[config.mk]
export PLATFORM = sky130hd
export DESIGN_NAME = dct2_4_tbuf_flat
export DESIGN_NICKNAME = d
export VERILOG_FILES = /design/src/rtl/dct2_4_tbuf_if.sv /design/src/rtl/dct2_4_tbuf.sv /design/src/flat_wrapper.sv
export SDC_FILE = /design/constraint.sdc
export NUM_CORES = 1
export LEC_CHECK = 0
export CORE_MARGIN = 4
export CORE_UTILIZATION = 53
export CTS_CLUSTER_SIZE = 8
export DETAILED_ROUTE_END_ITERATION = 16
export HOLD_SLACK_MARGIN = 0.02
export PLACE_DENSITY = 0.76
export SETUP_SLACK_MARGIN = 0.15
export SYNTH_ARGS = -nofsm -noshare
export SYNTH_HDL_FRONTEND = slang
export SYNTH_SLANG_ARGS = --single-unit
[constraint.sdc]
create_clock -name clk -period 4.2 [get_ports clk]
set_input_delay 0.84 -clock clk [delete_from_list [all_inputs] [get_ports clk]]
set_output_delay 0.84 -clock clk [all_outputs]
set_load 0.02 [all_outputs]
[src/rtl/dct2_4_tbuf_if.sv]
// Row-side and column-side handshake bundle for the DCT-II transpose buffer.
// The row stage drives the master side and the buffer sits on the slave side.
interface dct2_4_tbuf_if #(
   parameter int IN_W  = 20,
   parameter int OUT_W = 16
);
   logic                  in_valid;
   logic                  in_ready;
   logic [1:0][IN_W-1:0]  ye;
   logic [1:0][IN_W-1:0]  yo;
   logic                  out_valid;
   logic                  out_ready;
   logic [3:0][OUT_W-1:0] col;
   logic [1:0]            col_idx;
   logic                  col_last;

   modport master (
      output in_valid, ye, yo, out_ready,
      input  in_ready, out_valid, col, col_idx, col_last
   );
   modport slave (
      input  in_valid, ye, yo, out_ready,
      output in_ready, out_valid, col, col_idx, col_last
   );
endinterface

[src/rtl/dct2_4_tbuf.sv]
// 4-point DCT-II first-stage round/clip plus ping-pong 4x4 transpose buffer.
// Macro DCT2_TBUF_SAT_EN selects saturating clip; otherwise results wrap to OUT_W.
module dct2_4_tbuf_lane #(
   parameter int IN_W  = 20,
   parameter int OUT_W = 16,
   parameter int SHIFT = 3
) (
   input  logic [IN_W-1:0]  i_c,
   output logic [OUT_W-1:0] o_r
);
   localparam logic [IN_W:0] RND = (IN_W+1)'(1) << (SHIFT-1);

   logic signed [IN_W:0] w_sum;
   logic signed [IN_W:0] w_shr;

   // One extra bit of headroom so the rounding add can never overflow.
   assign w_sum = $signed({i_c[IN_W-1], i_c}) + $signed(RND);
   assign w_shr = w_sum >>> SHIFT;

`ifdef DCT2_TBUF_SAT_EN
   localparam logic signed [IN_W:0] SMAX = $signed({{(IN_W+2-OUT_W){1'b0}}, {(OUT_W-1){1'b1}}});
   localparam logic signed [IN_W:0] SMIN = ~SMAX;

   always_comb begin
      if (w_shr > SMAX)      o_r = SMAX[OUT_W-1:0];
      else if (w_shr < SMIN) o_r = SMIN[OUT_W-1:0];
      else                   o_r = w_shr[OUT_W-1:0];
   end
`else
   logic w_unused;
   assign w_unused = ^w_shr[IN_W:OUT_W];
   assign o_r      = w_shr[OUT_W-1:0];
`endif
endmodule

module dct2_4_tbuf #(
   parameter int IN_W  = 20,
   parameter int OUT_W = 16,
   parameter int SHIFT = 3
) (
   input  logic          clk,
   input  logic          rst_n,
   dct2_4_tbuf_if.slave  s_if
);
   localparam int NUM_LANES = 4;

   typedef enum logic [1:0] {B_EMPTY, B_FILLING, B_FULL} bstate_e;

   bstate_e r_bstate     [2];
   bstate_e w_bstate_nxt [2];
   logic       r_wbank;
   logic       r_rbank;
   logic [1:0] r_row_ptr;
   logic [1:0] r_col_idx;

   logic [NUM_LANES-1:0][OUT_W-1:0] r_mem [2][4];

   logic                            w_in_ready;
   logic                            w_out_valid;
   logic                            w_wr;
   logic                            w_rd;
   logic [NUM_LANES-1:0][IN_W-1:0]  w_c;
   logic [NUM_LANES-1:0][OUT_W-1:0] w_r;
   logic [NUM_LANES-1:0][OUT_W-1:0] w_col;

   // Coefficient order within a row: ye0, yo0, ye1, yo1.
   assign w_c[0] = s_if.ye[0];
   assign w_c[1] = s_if.yo[0];
   assign w_c[2] = s_if.ye[1];
   assign w_c[3] = s_if.yo[1];

   for (genvar gi = 0; gi < NUM_LANES; gi++) begin : g_lane
      dct2_4_tbuf_lane #(
         .IN_W  (IN_W),
         .OUT_W (OUT_W),
         .SHIFT (SHIFT)
      ) u_lane (
         .i_c (w_c[gi]),
         .o_r (w_r[gi])
      );
      assign w_col[gi] = r_mem[r_rbank][gi][r_col_idx];
   end

   assign w_wr = s_if.in_valid  && w_in_ready;
   assign w_rd = w_out_valid    && s_if.out_ready;

   always_ff @(posedge clk or negedge rst_n) begin
      if (!rst_n) begin
         r_bstate[0] <= B_EMPTY;
         r_bstate[1] <= B_EMPTY;
      end else begin
         r_bstate[0] <= w_bstate_nxt[0];
         r_bstate[1] <= w_bstate_nxt[1];
      end
   end

   // A bank being written is never FULL and a bank being read always is,
   // so both updates below can never target the same bank in one cycle.
   always_comb begin
      w_bstate_nxt[0] = r_bstate[0];
      w_bstate_nxt[1] = r_bstate[1];
      if (w_wr)
         w_bstate_nxt[r_wbank] = (r_row_ptr == 2'd3) ? B_FULL : B_FILLING;
      if (w_rd && (r_col_idx == 2'd3))
         w_bstate_nxt[r_rbank] = B_EMPTY;
   end

   always_comb begin
      w_in_ready  = (r_bstate[r_wbank] != B_FULL);
      w_out_valid = (r_bstate[r_rbank] == B_FULL);
   end

   always_ff @(posedge clk or negedge rst_n) begin
      if (!rst_n) begin
         r_wbank   <= 1'b0;
         r_rbank   <= 1'b0;
         r_row_ptr <= 2'd0;
         r_col_idx <= 2'd0;
      end else begin
         if (w_wr) begin
            r_row_ptr <= r_row_ptr + 2'd1;
            if (r_row_ptr == 2'd3) r_wbank <= ~r_wbank;
         end
         if (w_rd) begin
            r_col_idx <= r_col_idx + 2'd1;
            if (r_col_idx == 2'd3) r_rbank <= ~r_rbank;
         end
      end
   end

   // Storage needs no reset: nothing is read until a bank has been fully written.
   always_ff @(posedge clk) begin
      if (w_wr) r_mem[r_wbank][r_row_ptr] <= w_r;
   end

   assign s_if.in_ready  = w_in_ready;
   assign s_if.out_valid = w_out_valid;
   assign s_if.col       = w_out_valid ? w_col : '0;
   assign s_if.col_idx   = r_col_idx;
   assign s_if.col_last  = w_out_valid && (r_col_idx == 2'd3);
endmodule
[src/flat_wrapper.sv]
// flat-port wrapper written by rule: the top's interface ports become plain ports
module dct2_4_tbuf_flat 
#(
   parameter int IN_W  = 20,
   parameter int OUT_W = 16,
   parameter int SHIFT = 3
)
  (clk, rst_n, s_if_in_valid, s_if_ye, s_if_yo, s_if_out_ready, s_if_in_ready, s_if_out_valid, s_if_col, s_if_col_idx, s_if_col_last);
  dct2_4_tbuf_if #(.IN_W(IN_W), .OUT_W(OUT_W)) s_if_i ();
  input  logic clk;
  input  logic rst_n;
  input wire logic [$bits(s_if_i.in_valid)-1:0] s_if_in_valid;
  input wire logic [$bits(s_if_i.ye)-1:0] s_if_ye;
  input wire logic [$bits(s_if_i.yo)-1:0] s_if_yo;
  input wire logic [$bits(s_if_i.out_ready)-1:0] s_if_out_ready;
  output wire logic [$bits(s_if_i.in_ready)-1:0] s_if_in_ready;
  output wire logic [$bits(s_if_i.out_valid)-1:0] s_if_out_valid;
  output wire logic [$bits(s_if_i.col)-1:0] s_if_col;
  output wire logic [$bits(s_if_i.col_idx)-1:0] s_if_col_idx;
  output wire logic [$bits(s_if_i.col_last)-1:0] s_if_col_last;
  assign s_if_i.in_valid = s_if_in_valid;
  assign s_if_i.ye = s_if_ye;
  assign s_if_i.yo = s_if_yo;
  assign s_if_i.out_ready = s_if_out_ready;
  assign s_if_in_ready = s_if_i.in_ready;
  assign s_if_out_valid = s_if_i.out_valid;
  assign s_if_col = s_if_i.col;
  assign s_if_col_idx = s_if_i.col_idx;
  assign s_if_col_last = s_if_i.col_last;
  dct2_4_tbuf #(.IN_W(IN_W), .OUT_W(OUT_W), .SHIFT(SHIFT)) u_core (.clk(clk), .rst_n(rst_n), .s_if(s_if_i));
endmodule
### Word-level counts from Yosys, hierarchy flattened

Memory sizes are Yosys's and may differ from the RTL's.
Cells that the tools add are included.

| cells by class | value |
|---|---|
| add/subtract/negate cells | 6 |
| order comparisons | 7 |
| equal/unequal tests | 4 |
| multiplexer cells | 27 |
| bitwise logic cells | 7 |
| reductions and logical operators | 9 |

Operators by type and width:

| operator | number |
|---|---|
| two-way mux 256 bit | 1 |
| binary-select mux 16 bit (select 2 bit) | 4 |
| demux 64 bit (select 2 bit) | 1 |
| two-way mux 64 bit | 2 |
| adder 19 x 4 -> 19 bit, second input constant | 4 |
| two-way mux 16 bit | 4 |
| two-way mux 2 bit | 9 |
| two-way mux 4 bit | 2 |
| logical AND 1 bit | 7 |
| equality test 2 bit, second input constant | 3 |
| adder 2 x 1 -> 2 bit, second input constant | 2 |
| bitwise AND 4 bit | 1 |
| bitwise mux 4 bit | 1 |
| demux 2 bit (select 1 bit) | 2 |
| >= comparator 2 bit, second input constant | 2 |
| < comparator 2 x 1 -> 1 bit, second input constant | 2 |
| inverter 1 -> 2 bit | 2 |
| inverter 4 bit | 1 |
| AND reduction 2 bit | 2 |
| >= comparator 3 bit, second input constant | 1 |
| < comparator 2 x 3 -> 1 bit, second input constant | 1 |
| < comparator 3 x 1 -> 1 bit, second input constant | 1 |
| inverter 2 -> 3 bit | 1 |
| != test 2 bit, second input constant | 1 |
| other kinds (2) | 3 |

| word-level totals | value |
|---|---|
| flip-flop bits (word level) | 10 |
| RAM bits | 512 |
| input bits | 84 |
| logic and storage cells | 67 |
| memories kept | 1 |

Memory list:

| memory | words | width | rd ports | clocked after memory_dff | write ports | line | RTL |
|---|---|---|---|---|---|---|---|
| u_core.r_mem | 2 | 256 | 1 | 0 | 1 | dct2_4_tbuf.sv:56 | `logic [NUM_LANES-1:0][OUT_W-1:0] r_mem [2][4];` |

### Longest topological paths before layout

Gate-level depths: netlist of run 1.

| logic depth | value |
|---|---|
| depth in word-level cells | 9 |
| gate-level depth with buffers | 7 |
| gate-level depth less buffers | 5 |

### Hierarchy

A second synthesis of run 1 with hierarchy kept.

| second synthesis, totals | value |
|---|---|
| cells, all modules | 1240 |
| area, all modules | 22499.1 um^2 |

By module, submodules not included:

| module | times used | cells an instance | area each (um^2) |
|---|---|---|---|
| dct2_4_tbuf | 1 | 1088 | 21323.0 |
| dct2_4_tbuf_lane | 4 | 38 | 294.0 |

### Worst setup path after synthesis of run 1

OpenSTA, ideal clock, no wires.

| timing | value |
|---|---|
| path kind | register to register |
| from | register u_core.r_wbank |
| to | memory u_core.r_mem[0][0] (netlist name) (enable) |
| data arrival time | 3.989 ns |
| data required time | 3.713 ns |
| path slack | -0.275 ns |
| stages on the path, launching flop included | 6 |
| buffers on the path | 1 |
| cells stage by stage | dfrtp_1 > buf_2 > inv_2 > mux2i_1 > nand3_1 > nor2_1 |

| between the ends | value |
|---|---|
| cells in the longest elaborated chain, start to end | 8 |

RTL lines:

| what | line | RTL |
|---|---|---|
| from (decl) | dct2_4_tbuf.sv:51 | `logic r_wbank;` |
| from (signal assigned) | dct2_4_tbuf.sv:122 | `if (r_row_ptr == 2'd3) r_wbank <= ~r_wbank;` |
| inverter 1 -> 2 bit (not written as such) | dct2_4_tbuf.sv:109 | `w_in_ready = (r_bstate[r_wbank] != B_FULL);` |
| two-way mux 2 bit (not written as such) (3 in a row) | dct2_4_tbuf.sv:109 |  |
| != test 2 bit | dct2_4_tbuf.sv:109 |  |
| named net s_if_in_ready | flat_wrapper.sv:16 | `output wire logic [$bits(s_if_i.in_ready)-1:0] s_if_in_ready;` |
| logical AND 1 bit | dct2_4_tbuf.sv:84 | `assign w_wr = s_if.in_valid && w_in_ready;` |
| two-way mux 1 bit | dct2_4_tbuf.sv:133 | `if (w_wr) r_mem[r_wbank][r_row_ptr] <= w_r;` |
| two-way mux 256 bit (not written as such) | dct2_4_tbuf.sv:133 |  |
| to (decl) | dct2_4_tbuf.sv:56 |  |

The timed path passes the listed nets, and every way through them passes these cells. The select of a mux whose other input is x is not followed.

### Worst setup path after layout of run 1

| timing | value |
|---|---|
| from | register u_core.r_col_idx[0] (netlist: u_core.s_if.col_idx[0]) |
| to | output port s_if_col[21] |

| between the ends | value |
|---|---|
| cells in the longest elaborated chain, start to end | 3 |

RTL lines:

| what | line | RTL |
|---|---|---|
| from (decl) | dct2_4_tbuf.sv:54 | `logic [1:0] r_col_idx;` |
| from (signal assigned) | dct2_4_tbuf.sv:125 | `r_col_idx <= r_col_idx + 2'd1;` |
| binary-select mux 16 bit (select 2 bit) | dct2_4_tbuf.sv:81 | `assign w_col[gi] = r_mem[r_rbank][gi][r_col_idx];` |
| two-way mux 16 bit (not written as such) | dct2_4_tbuf.sv:81 |  |
| two-way mux 64 bit | dct2_4_tbuf.sv:138 | `assign s_if.col = w_out_valid ? w_col : '0;` |
| to (decl) | flat_wrapper.sv:18 | `output wire logic [$bits(s_if_i.col)-1:0] s_if_col;` |

Every way passes these cells. The select of a mux whose other input is x is not followed.

==> summary.txt, run 1 <==
status: finished, final reports clean
worst vdd ir: 0.3871 mV
RePlAce Congestion: 0.7940
area of the multi-input gates: 0.005684 mm^2
Mapped Nets: 1338
Sequential Area: 0.01563 mm^2
RSZ-0062 raised after global routing: no
drt total wl: 48.66 mm
max-cap violation count: 0
Post-synth EDFFs: 512
Post-synth ARST share: 1.916%
Clk pin slew, worst setup/hold paths: 50 ps
Remaining Overflow, GRT: 0
Hold Crit Class: flip-flop to flip-flop
1st-iter DRT viols: 1235
crit path from: u_core.s_if.col_idx[0]
TritonCTS buffer count: 75
Hold WS: 549.4 ps
Critical Path Start Type: flip-flop
critical path capture point type: output pin
global-route wire length before repair: 72.87 mm
initial core utilization: 54.19%
post-DP HPWL: 30.08 mm
number of synthesized register bits: 522
CP Max Fanout: 14
hold_buf cts: 0
worst-path cell chain: buf_4, mux2i_1, a22oi_1, nand2_1, a221oi_2, clkdlybuf4s50_1
Syn Inst Count: 1244
final hold viol count: 0
Yosys cell types: 42
Seq/Total Area, Yosys: 71.75%
root buffer cell: clkbuf_16
core area: 0.04019 mm^2
Syn Area/Cell: 17.51 um^2
overall routing resource usage: 21.64%
largest net degree at the start of global routing: 65
Design Area, Final: 0.02587 mm^2
P per Cell Area: 640.2 mW/mm^2
row count: 73
CTS H-tree depth: 3
Final nets: 1532
Crit Path Class: flip-flop to output pin
DRC: 0
fin crit share: 94.22%
Synth Flop Type: edfxtp_1
WP data required: 3360 ps
fin crit period: 3957 ps
Final setup viols: 0
synth-to-layout area growth: 18.78%
Lkg Pwr: 0.008907 uW
fill count: 2707
CTS tree: done
largest buffer count on any clock path: 3
Clk Latency, worst-skew pair: 570 ps
Max stage delay on crit path: 690 ps
drt wl/cell: 24.70 um
slew at the pin closest to its max-slew limit: 1091 ps
Die Span X: 210.7 um
Max Clock Skew: 21.17 ps
remaining antenna violation count after routing: 0
CP max stage cell: clkdlybuf4s50_1
reg-to-reg startpoint: u_core.r_wbank
Pins Over Slew Limit: 0
Pre-Repair DR Iteration Count: 5
GRT met3 Usage: 4.173%
FMAX: 0.2527 GHz
GR peak layer: met2
via count: 11930
yosys warns: 0
Post-Syn Area: 0.02178 mm^2
GR met2 Demand/Resource: 33.42%
Ports: 153
n_diodes: 0
Die Area: 0.04440 mm^2
hold path start: u_core.r_bstate[3]
clk sinks: 522
initial antenna violation count: 0
Max-Slew Margin vs Limit: 26.72%
Die Ht: 210.7 um
number of I/O port buffers: 140
layout cell share with drive strength beyond 1: 14.26%
Area after DPL: 0.02389 mm^2
vias in the first global route: 12000
Crit path arrival time: 3120 ps
Vias/cell: 6.058
met1 Use GR: 31.98%
[final timing paths]
check | to | slack, ps | cells past startpoint
max | s_if_col[21] | 240 | 6
min reg2reg | u_core.r_bstate[3] | 550 | 2
max reg2reg | u_core.r_mem[1][7] | 1660 | 5
min in group asynchronous | u_core.r_bstate[2] | 600 | 1
max in group asynchronous | u_core.s_if.col_idx[0] | 3250 | 1
min | u_core.r_bstate[3] | 550 | 2
[per-stage QoR]
stage | cells | utilization (%) | TNS, ps | total power [uW] | setup slack, ps
6_report | 1970 | 64.36 | 0 | 16560 | 242.8
5_1_grt | 1970 | 64.36 | 0 | 17200 | 162.0
4_1_cts | 1966 | 64.25 | 0 | 16600 | 153.0
3_5_place_dp | 1882 | 59.44 | 0 | 11520 | 706.4
3_3_place_gp | 1882 | 59.44 | 0 | 11400 | 727.4
2_1_floorplan | 1244 | - | -35260 | 10130 | -275.5
[cells in the mapped netlist (2+ instances only)]
master | instances | share of area, %
edfxtp_1 | 512 | 71
a221oi_2 | 62 | 4.3
a221oi_1 | 2 | 0.080
xor2_1 | 19 | 0.76
mux2i_1 | 257 | 12
buf_12 | 5 | 0.46
buf_2 | 40 | 0.92
nor3_1 | 2 | 0.046
mux2_1 | 2 | 0.10
nand4_1 | 6 | 0.17
ha_1 | 10 | 0.57
nor4_1 | 2 | 0.057
nor3_2 | 2 | 0.092
nor2b_1 | 3 | 0.086
a22oi_1 | 64 | 2.2
clkbuf_4 | 2 | 0.069
nor2b_2 | 2 | 0.080
dfrtp_1 | 10 | 1.1
nand2_1 | 89 | 1.5
and2_1 | 9 | 0.26
nand3_1 | 33 | 0.76
buf_1 | 2 | 0.034
a31oi_1 | 2 | 0.057
nor2_1 | 14 | 0.24
inv_1 | 3 | 0.052
and3_1 | 14 | 0.40
buf_6 | 10 | 0.52
xnor2_1 | 45 | 1.8
buf_4 | 5 | 0.17
and4_1 | 4 | 0.16
[worst max-delay path, delay by kind of cell (launching register included)]
family,cells,cell delay (ps)
DFF,1,580
buffers and inverters,2,1000
muxes,1,110
and+or+nand+nor,1,120
AOI/OAI and AO/OA,2,740
[repair_timing]
item | CTS | global route
gates resized for setup | 1 | 2
setup endpoints to repair | 4 | 13
buffers inserted | 0 | 4
[layout by cell type, fill, tap and decap left out, types with 2 or more instances in the layout]
cell	count
xor2_1	19
and2_1	2
nor3_1	2
mux2i_1	257
nor2_4	3
a22oi_1	64
nor2_1	12
xnor2_1	45
nor4_1	2
inv_1	3
nor2b_2	2
and3_1	14
clkdlybuf4s50_1	140
ha_1	10
a31oi_1	2
buf_4	27
nand3_1	33
edfxtp_1	512
clkbuf_1	5
clkbuf_16	75
nor2b_4	2
buf_12	14
dfrtp_1	9
nand2_1	89
a221oi_1	2
a221oi_2	62
and2_2	7
and4_1	4
nand4_1	6
mux2_1	2
buf_16	2
inv_6	3
nor3_2	2
[flip-flops by register name, summed over array words and instances, names as in the netlist]
name,flops
u_core.r_bstate,4
u_core.s_if.col_idx,2
u_core.r_mem,512
u_core.r_rbank,1
u_core.r_wbank,1
u_core.r_row_ptr,2
[final cells by class]
| type | instances | area share, % |
|---|---|---|
| Sequential cell | 522 | 60.42 |
| Clock inverter | 4 | 0.1354 |
| Clock buffer | 80 | 7.328 |
| Inverter | 4 | 0.05805 |
| Multi-Input combinational cell | 651 | 21.98 |
| Tap cell | 525 | 2.540 |
| Timing Repair Buffer | 184 | 7.541 |
[layer usage]
metal  vias up  routed length (um)
met5         -                   0
met4         0                 916
met3        64                3876
met2       508               22770
met1      6064               21100
li1       5298                   -
[cells by family (layout without fill, tap and decap cells)]
| family | after synthesis | count (layout) | synth area share (%) |
|---|---|---|---|
| compound gates | 133 | 133 | 6.722 |
| xor+xnor | 64 | 64 | 2.574 |
| fa+ha+maj | 10 | 10 | 0.5745 |
| buf+inv | 71 | 272 | 2.350 |
| flops | 522 | 522 | 71.75 |
| mux | 260 | 260 | 11.99 |
| simple gates | 184 | 184 | 4.045 |
[power by group]
part	leakage, uW	switching (uW)	internal (uW)
clock network	0.000948	1940	3140
registers	0.00477	223	6580
logic	0.00319	2930	1750
total	0.00891	5090	11500
(Power assumes the default switching activity.)
==> inputs of run 2 (changes only) <==
--- a/config.mk
+++ b/config.mk
@@ -6,11 +6,11 @@
 export NUM_CORES = 1
 export LEC_CHECK = 0
 export CORE_MARGIN = 4
-export CORE_UTILIZATION = 53
+export CORE_UTILIZATION = 63
 export CTS_CLUSTER_SIZE = 8
 export DETAILED_ROUTE_END_ITERATION = 16
 export HOLD_SLACK_MARGIN = 0.02
-export PLACE_DENSITY = 0.76
+export PLACE_DENSITY = 0.85
 export SETUP_SLACK_MARGIN = 0.15
 export SYNTH_ARGS = -nofsm -noshare
 export SYNTH_HDL_FRONTEND = slang
==> constraint.sdc (replaced) <==
create_clock -name clk -period 5 [get_ports clk]
set_input_delay 1 -clock clk [delete_from_list [all_inputs] [get_ports clk]]
set_output_delay 1 -clock clk [all_outputs]
set_load 0.02 [all_outputs]
==> run 2 against run 1 <==
Against the previous run:
- critical path type unchanged
- sequential share of layout area up 0.67 points
- utilization rose by 11 points
- wire length up 5.6%
- sequential cell count stayed put
- register-to-register slack gained 730 ps
==> summary.txt, run 2 (synthesis gave the netlist of run 1 again) <==
Remaining Overflow, GRT: 0 (unchanged)
Post-CTS Resized: 0 (-1)
critical path capture point type: output pin
Crit path arrival time: 3430 ps (+310 ps)
drt total wl: 51.38 mm (+5.6%)
Worst R2R Path Depth: 5 (unchanged)
Die Ht: 193.9 um (-8.0%)
CTS tree: done
largest registers: u_core.r_mem (512), u_core.r_bstate (4)
root buffer cell: clkbuf_16
Lkg Pwr: 0.008819 uW (-0.98%)
hold depth: 1 (-1)
most flop-heavy register: u_core.r_mem
Max Clock Skew: 21.83 ps (+0.6589 ps)
TritonCTS buffer count: 75 (unchanged)
fin crit period: 4428 ps
CTS H-tree depth: 3 (unchanged)
Die Area: 0.03761 mm^2 (-15%)
vias in the first global route: 12420 (+3.6%)
largest buffer count on any clock path: 3 (unchanged)
Critical Path Start Type: flip-flop
layout cell share with drive strength beyond 1: 13.44% (-0.82 points)
total power: 14020 uW (-15%)
Die Span X: 193.9 um (-8.0%)
row count: 67 (-8.2%)
drt wl/cell: 27.38 um (+11%)
FMAX: 0.2258 GHz
slew at the pin closest to its max-slew limit: 1179 ps (+88.01 ps)
Worst Hold Endpoint: u_core.r_row_ptr[0]
synth-to-layout area growth: 17.48%
fin crit share: 88.56%
P per Cell Area: 547.9 mW/mm^2 (-14%)
number of I/O port buffers: 140 (unchanged)
Hold Crit Class: flip-flop to flip-flop
initial antenna violation count: 0 (unchanged)
1st-iter DRT viols: 1670 (+35%)
Ports: 153 (unchanged)
final hold viol count: 0 (unchanged)
Max-Slew Margin vs Limit: 20.81% (-5.9 points)
Final TNS setup: 0 ps (unchanged)
Reg-to-Reg End: u_core.r_mem[1][39]
global-route wire length before repair: 77.36 mm (+6.2%)
Clk Latency, worst-skew pair: 570 ps (about the same)
RePlAce Congestion: 0.7908 (-0.40%)
CP Max Fanout: 68 (+54)
number of setup buffers added after CTS: 0 (unchanged)
r2r setup slk: 2390 ps (+730 ps)
clk sinks: 522 (unchanged)
reg-to-reg startpoint: u_core.r_wbank
largest net degree at the start of global routing: 69 (+6.2%)
initial core utilization: 64.46% (+10 points)
post-DP HPWL: 28.74 mm (-4.5%)
core area: 0.03378 mm^2 (-16%)
DRC: 0 (unchanged)
hold path start: u_core.r_row_ptr[0]
RSZ-0062 raised after global routing: no
commonest non-fill, non-tap cells in the layout: edfxtp_1 (512), mux2i_1 (257), clkdlybuf4s50_1 (140)
Pins Over Slew Limit: 0 (unchanged)
status: finished, final reports clean
Pre-Repair DR Iteration Count: 5 (unchanged)
worst vdd ir: 0.5151 mV (+33%)
overall routing resource usage: 26.87% (+5.2 points)
commonest non-fill, non-tap cell in the layout: edfxtp_1
Final setup viols: 0 (unchanged)
Vias/cell: 6.576 (+8.6%)
max reg flops: 512 (unchanged)
Crit Path Class: flip-flop to output pin
Hold WS: 571.6 ps (+22.19 ps)
WP data required: 4000 ps (+640 ps)
n_diodes: 0 (unchanged)
remaining antenna violation count after routing: 0 (unchanged)
hold_buf cts: 0 (unchanged)
via count: 12340 (+3.4%)
Final nets: 1517 (-0.98%)
max-cap violation count: 0 (unchanged)
fill count: 1784 (-34%)
Clk pin slew, worst setup/hold paths: 50 ps (about the same)
-- run 2: worst max path at each step --
| stage | slack [ps] | end | start |
|---|---|---|---|
| 3_5_place_dp | 1260 | s_if_col[43] | u_core.s_if.col_idx[0] |
| 5_1_grt | 480 | s_if_col[54] | u_core.s_if.col_idx[0] |
| 3_3_place_gp | 1280 | s_if_col[52] | u_core.r_rbank |
| 6_report | 570 | s_if_col[5] | u_core.r_rbank |
| 4_1_cts | 610 | s_if_col[54] | u_core.s_if.col_idx[0] |
| 2_1_floorplan | 520 | u_core.r_mem[0][0] | u_core.r_wbank |
-- run 2: area by class of cell --
class | count | area [um^2] | area share, %
clock buffers | 81 | 1963 | 7.673
clock inverters | 2 | 25.02 | 0.09781
inverters | 4 | 15.01 | 0.05869
multi-input cells | 651 | 5685 | 22.22
flip-flops and latches | 522 | 15630 | 61.09
well taps | 448 | 560.5 | 2.191
repair buffers | 169 | 1707 | 6.671
-- run 2: stage by stage --
stage,util [%],worst slack (ps),std cells,cell area (um^2)
detailed placement,69.85,1255,1794,23600
floorplan,-,524.5,1244,21780
CTS,75.73,609.4,1877,25580
global route,75.73,475.2,1877,25580
finish,75.73,572.2,1877,25580
global placement,69.85,1280,1794,23600
-- run 2: power by group --
part	switching [uW]	total, uW	internal, uW	leakage [uW]
Combinational	2460	3830	1370	0.00308
Sequential	260	5800	5540	0.00477
Clock	1660	4390	2730	0.000976
-- run 2: per-layer routing --
metal	global-route usage, %	vias up	share of wire (%)
met4	6.979	0	1.7
met5	0	-	0
met2	42.76	827	48
met1	39.15	6188	39
li1	-	5260	-
met3	5.091	68	11
-- run 2: worst max-delay path, cell delays in order (launching register included) --
cell	delay, ps
dfrtp_1	600
mux2_4	820
nand2_1	220
a221oi_2	450
clkdlybuf4s50_1	700
==> inputs of run 3 (changes only) <==
--- a/config.mk
+++ b/config.mk
@@ -5,12 +5,13 @@
 export SDC_FILE = /design/constraint.sdc
 export NUM_CORES = 1
 export LEC_CHECK = 0
+export ABC_AREA = 1
 export CORE_MARGIN = 4
-export CORE_UTILIZATION = 63
+export CORE_UTILIZATION = 59
 export CTS_CLUSTER_SIZE = 8
 export DETAILED_ROUTE_END_ITERATION = 16
 export HOLD_SLACK_MARGIN = 0.02
-export PLACE_DENSITY = 0.85
+export PLACE_DENSITY = 0.8
 export SETUP_SLACK_MARGIN = 0.15
 export SYNTH_ARGS = -nofsm -noshare
 export SYNTH_HDL_FRONTEND = slang
==> constraint.sdc (replaced) <==
create_clock -name clk -period 4.85 [get_ports clk]
set_input_delay 0.97 -clock clk [delete_from_list [all_inputs] [get_ports clk]]
set_output_delay 0.97 -clock clk [all_outputs]
set_load 0.02 [all_outputs]
==> run 3 against run 2 <==
Against the previous run:
- hold slack better by 20 ps
- power is 17% higher
- final cell count is 57% higher
- clock-buffer cell count is 11 higher
- critical path type unchanged
- critical endpoint is now s_if_col[27]
==> summary.txt, run 3 <==
number of I/O port buffers: 140 (unchanged)
core area: 0.03865 mm^2 (+14%)
Final setup viols: 0 (unchanged)
WP data required: 3880 ps (-120 ps)
Remaining Overflow, GRT: 0 (unchanged)
TritonCTS buffer count: 75 (unchanged)
synth-to-layout area growth: 17.34%
crit path from: u_core.r_rbank
Mapped Nets: 2355 (+76%)
Switch Pwr: 6068 uW (+38%)
largest net degree at the start of global routing: 146 (+110%)
Clk pin slew, worst setup/hold paths: 50 ps (about the same)
Post-synth EDFFs: 512 (unchanged)
worst-path cell chain: inv_6, buf_12, nand2_1, nand2_1, nand2_1, nand3_1, nand2_1, nor2_1, clkdlybuf4s50_1
initial core utilization: 59.78% (-4.7 points)
Vias/cell: 5.766 (-12%)
Synth Flop Type: edfxtp_1
global-route wire length before repair: 94.14 mm (+22%)
Switching Fraction: 37.11% (+5.9 points)
reg-to-reg startpoint: u_core.r_wbank
Post-CTS Resized: 0 (unchanged)
fin crit period: 4491 ps
portion of netlist area occupied by mux cells: 0% (-12 points)
Post-Syn Area: 0.02310 mm^2 (+6.1%)
r2r setup slk: 1900 ps (-490 ps)
hold path start: u_core.r_bstate[0]
CTS tree: done
top cell type's share of synthesized area: 66.55% (-4.1 points)
Flop pwr share: 36.2% (-5.2 points)
status: finished, final reports clean
max reg flops: 512 (unchanged)
XOR/XNOR Fraction of Synth Area: 1.706% (-0.87 points)
drt wl/cell: 21.10 um (-23%)
Syn Inst Count: 2261 (+82%)
Crit path arrival time: 3520 ps (+90 ps)
final worst slack: 359.0 ps (-213.2 ps)
simple-gate share of the synthesized area: 21.47% (+17 points)
commonest cells in the netlist: nand2_1 (616), edfxtp_1 (512), nor2_1 (441), inv_1 (181), nand3_1 (165)
Hold Crit Class: flip-flop to flip-flop
Reg-to-Reg End: u_core.r_mem[0][52]
Critical Path Start Type: flip-flop
Compound-Gate Fraction of Synth Area: 3.146% (-3.6 points)
number of setup buffers added after CTS: 0 (unchanged)
Max Clock Skew: 22.28 ps (+0.4584 ps)
clk sinks: 522 (unchanged)
commonest non-fill, non-tap cells in the layout: nand2_1 (616), edfxtp_1 (512), nor2_1 (438)
Gate power share: 35.5% (+8.2 points)
vias in the first global route: 16740 (+35%)
remaining antenna violation count after routing: 0 (unchanged)
Seq/Total Area, Yosys: 67.63% (-4.1 points)
adder-cell share of the synthesized area: 0.5416% (-0.033 points)
post-DP HPWL: 38.00 mm (+32%)
Lkg Pwr: 0.01058 uW (+20%)
largest family of logic cells by synthesized area: simple AND/OR/NAND/NOR gates
overall routing resource usage: 29.36% (+2.5 points)
Worst Setup EP: s_if_col[27]
critical path's most frequent cell: nand2_1
ranking of synthesized cells by area: edfxtp_1 (67%), nand2_1 (10%), nor2_1 (7.2%)
1st-iter DRT viols: 2100 (+26%)
n_diodes: 0 (unchanged)
P per Cell Area: 603.2 mW/mm^2 (+10%)
Max-Slew Margin vs Limit: 16.32% (-4.5 points)
Final nets: 2501 (+65%)
Pins Over Slew Limit: 0 (unchanged)
Final TNS setup: 0 ps (unchanged)
root buffer cell: clkbuf_16
pre-CTS worst setup slack: 820.0 ps (-435.4 ps)
Die Area: 0.04239 mm^2 (+13%)
dominant cell type by area after synthesis: edfxtp_1
drt total wl: 62.17 mm (+21%)
layout cell share with drive strength beyond 1: 5.560% (-7.9 points)
Syn Area/Cell: 10.22 um^2 (-42%)
CTS H-tree depth: 3 (unchanged)
Post-synth ARST share: 1.916% (unchanged)
via count: 16990 (+38%)
commonest non-fill, non-tap cell in the layout: nand2_1
most numerous cell in the Yosys netlist: nand2_1
CP Max Fanout: 94 (+38%)
worst vdd ir: 0.3924 mV (-24%)
critical path capture point type: output pin
Yosys cell types: 27 (-36%)
DRC: 0 (unchanged)
number of synthesized register bits: 522 (unchanged)
Clock power frac: 28.2% (-3.1 points)
Ports: 153 (unchanged)
Crit Path Class: flip-flop to output pin
row count: 72 (+7.5%)
Max stage delay on crit path: 700 ps (-120 ps)
largest buffer count on any clock path: 3 (unchanged)
most flop-heavy register: u_core.r_mem
RePlAce Congestion: 0.8854 (+12%)
CP max stage cell: clkdlybuf4s50_1
initial antenna violation count: 1 (+1)
final hold viol count: 0 (unchanged)
slew at the pin closest to its max-slew limit: 1246 ps (+66.90 ps)
FMAX: 0.2227 GHz
Die Ht: 205.9 um (+6.2%)
max-cap violation count: 0 (unchanged)
Internal: 10280 uW (+6.7%)
largest registers: u_core.r_mem (512), u_core.r_bstate (4)
Worst R2R Path Depth: 7 (+2)
Die Span X: 205.9 um (+6.2%)
Clk Latency, worst-skew pair: 590 ps (+20 ps)
RSZ-0062 raised after global routing: no
Pre-Repair DR Iteration Count: 8 (+3)
fin crit share: 92.60%
hold_buf cts: 0 (unchanged)
yosys warns: 0 (unchanged)
==> run 3: cell count changes in the layout (fill, tap and decap cells not counted), sizes merged, moves of 11 or more <==
cell    change
nand2     +528
nor2      +426
mux2i     -257
inv       +181
o21ai     +137
nand3     +132
a221oi     -64
a22oi      -64
xnor2      -30
and3       -14
clkbuf     +11
xor2       +11
==> run 3: through the flow <==
step	total power, uW	cell area, um^2	cells	util, %	hold WS, ps
detailed placement	11700	25050	2848	64.81	590.8
CTS	16330	27100	2946	70.11	604.7
global route	17140	27110	2946	70.14	634.2
finish	16350	27110	2946	70.14	591.2
global placement	11550	25050	2848	64.81	549.4
floorplan	9501	23100	2261	-	520.0
==> run 3: power by group through the flow <==
stage | Combinational (uW) | Clock (uW) | Sequential (uW)
2_1_floorplan | 3680 | 0 | 5820
3_3_place_gp | 5580 | 0 | 5970
3_5_place_dp | 5710 | 0 | 5990
4_1_cts | 5770 | 4640 | 5920
5_1_grt | 6320 | 4870 | 5960
6_report | 5810 | 4610 | 5930
==> run 3: cell families after synthesis <==
family                     count (synthesis)
and+or+nand+nor                         1250
adders and majority gates                 10
DFF                                      522
AOI/OAI and AO/OA                        144
buffers and inverters                    290
xor gates and xnor gates                  45
==> run 3: area by class of cell <==
cell class | count | area (um^2)
flip-flops and latches | 522 | 15640
fillers | 2626 | 11540
multi-input cells | 1449 | 6235
clock buffers | 92 | 1983
repair buffers | 177 | 1849
inverters | 182 | 690.7
well taps | 518 | 648.1
clock inverters | 6 | 66.31
==> run 3: routing by layer <==
layer | share of wire, % | routed length, um | GRT usage (%)
met1 | 37 | 22870 | 39.94
met2 | 48 | 29720 | 47.41
met3 | 11 | 6974 | 4.754
met4 | 4.2 | 2601 | 13.02
met5 | 0.016 | 10 | 0
==> run 3: worst min path at each step <==
| stage | cells after the start | end |
|---|---|---|
| after global routing | 4 | u_core.r_bstate[0] |
| after detailed placement | 2 | u_core.r_bstate[2] |
| after CTS | 4 | u_core.r_bstate[0] |
| after global placement | 4 | u_core.r_bstate[0] |
| after floorplan | 4 | u_core.r_bstate[0] |
| final | 4 | u_core.r_bstate[0] |
==> run 3: critical path, delay by kind of cell, from the launching register on <==
kind	cells	cell delay, ps
buf+inv	3	1430
flops	1	600
simple gates	6	810
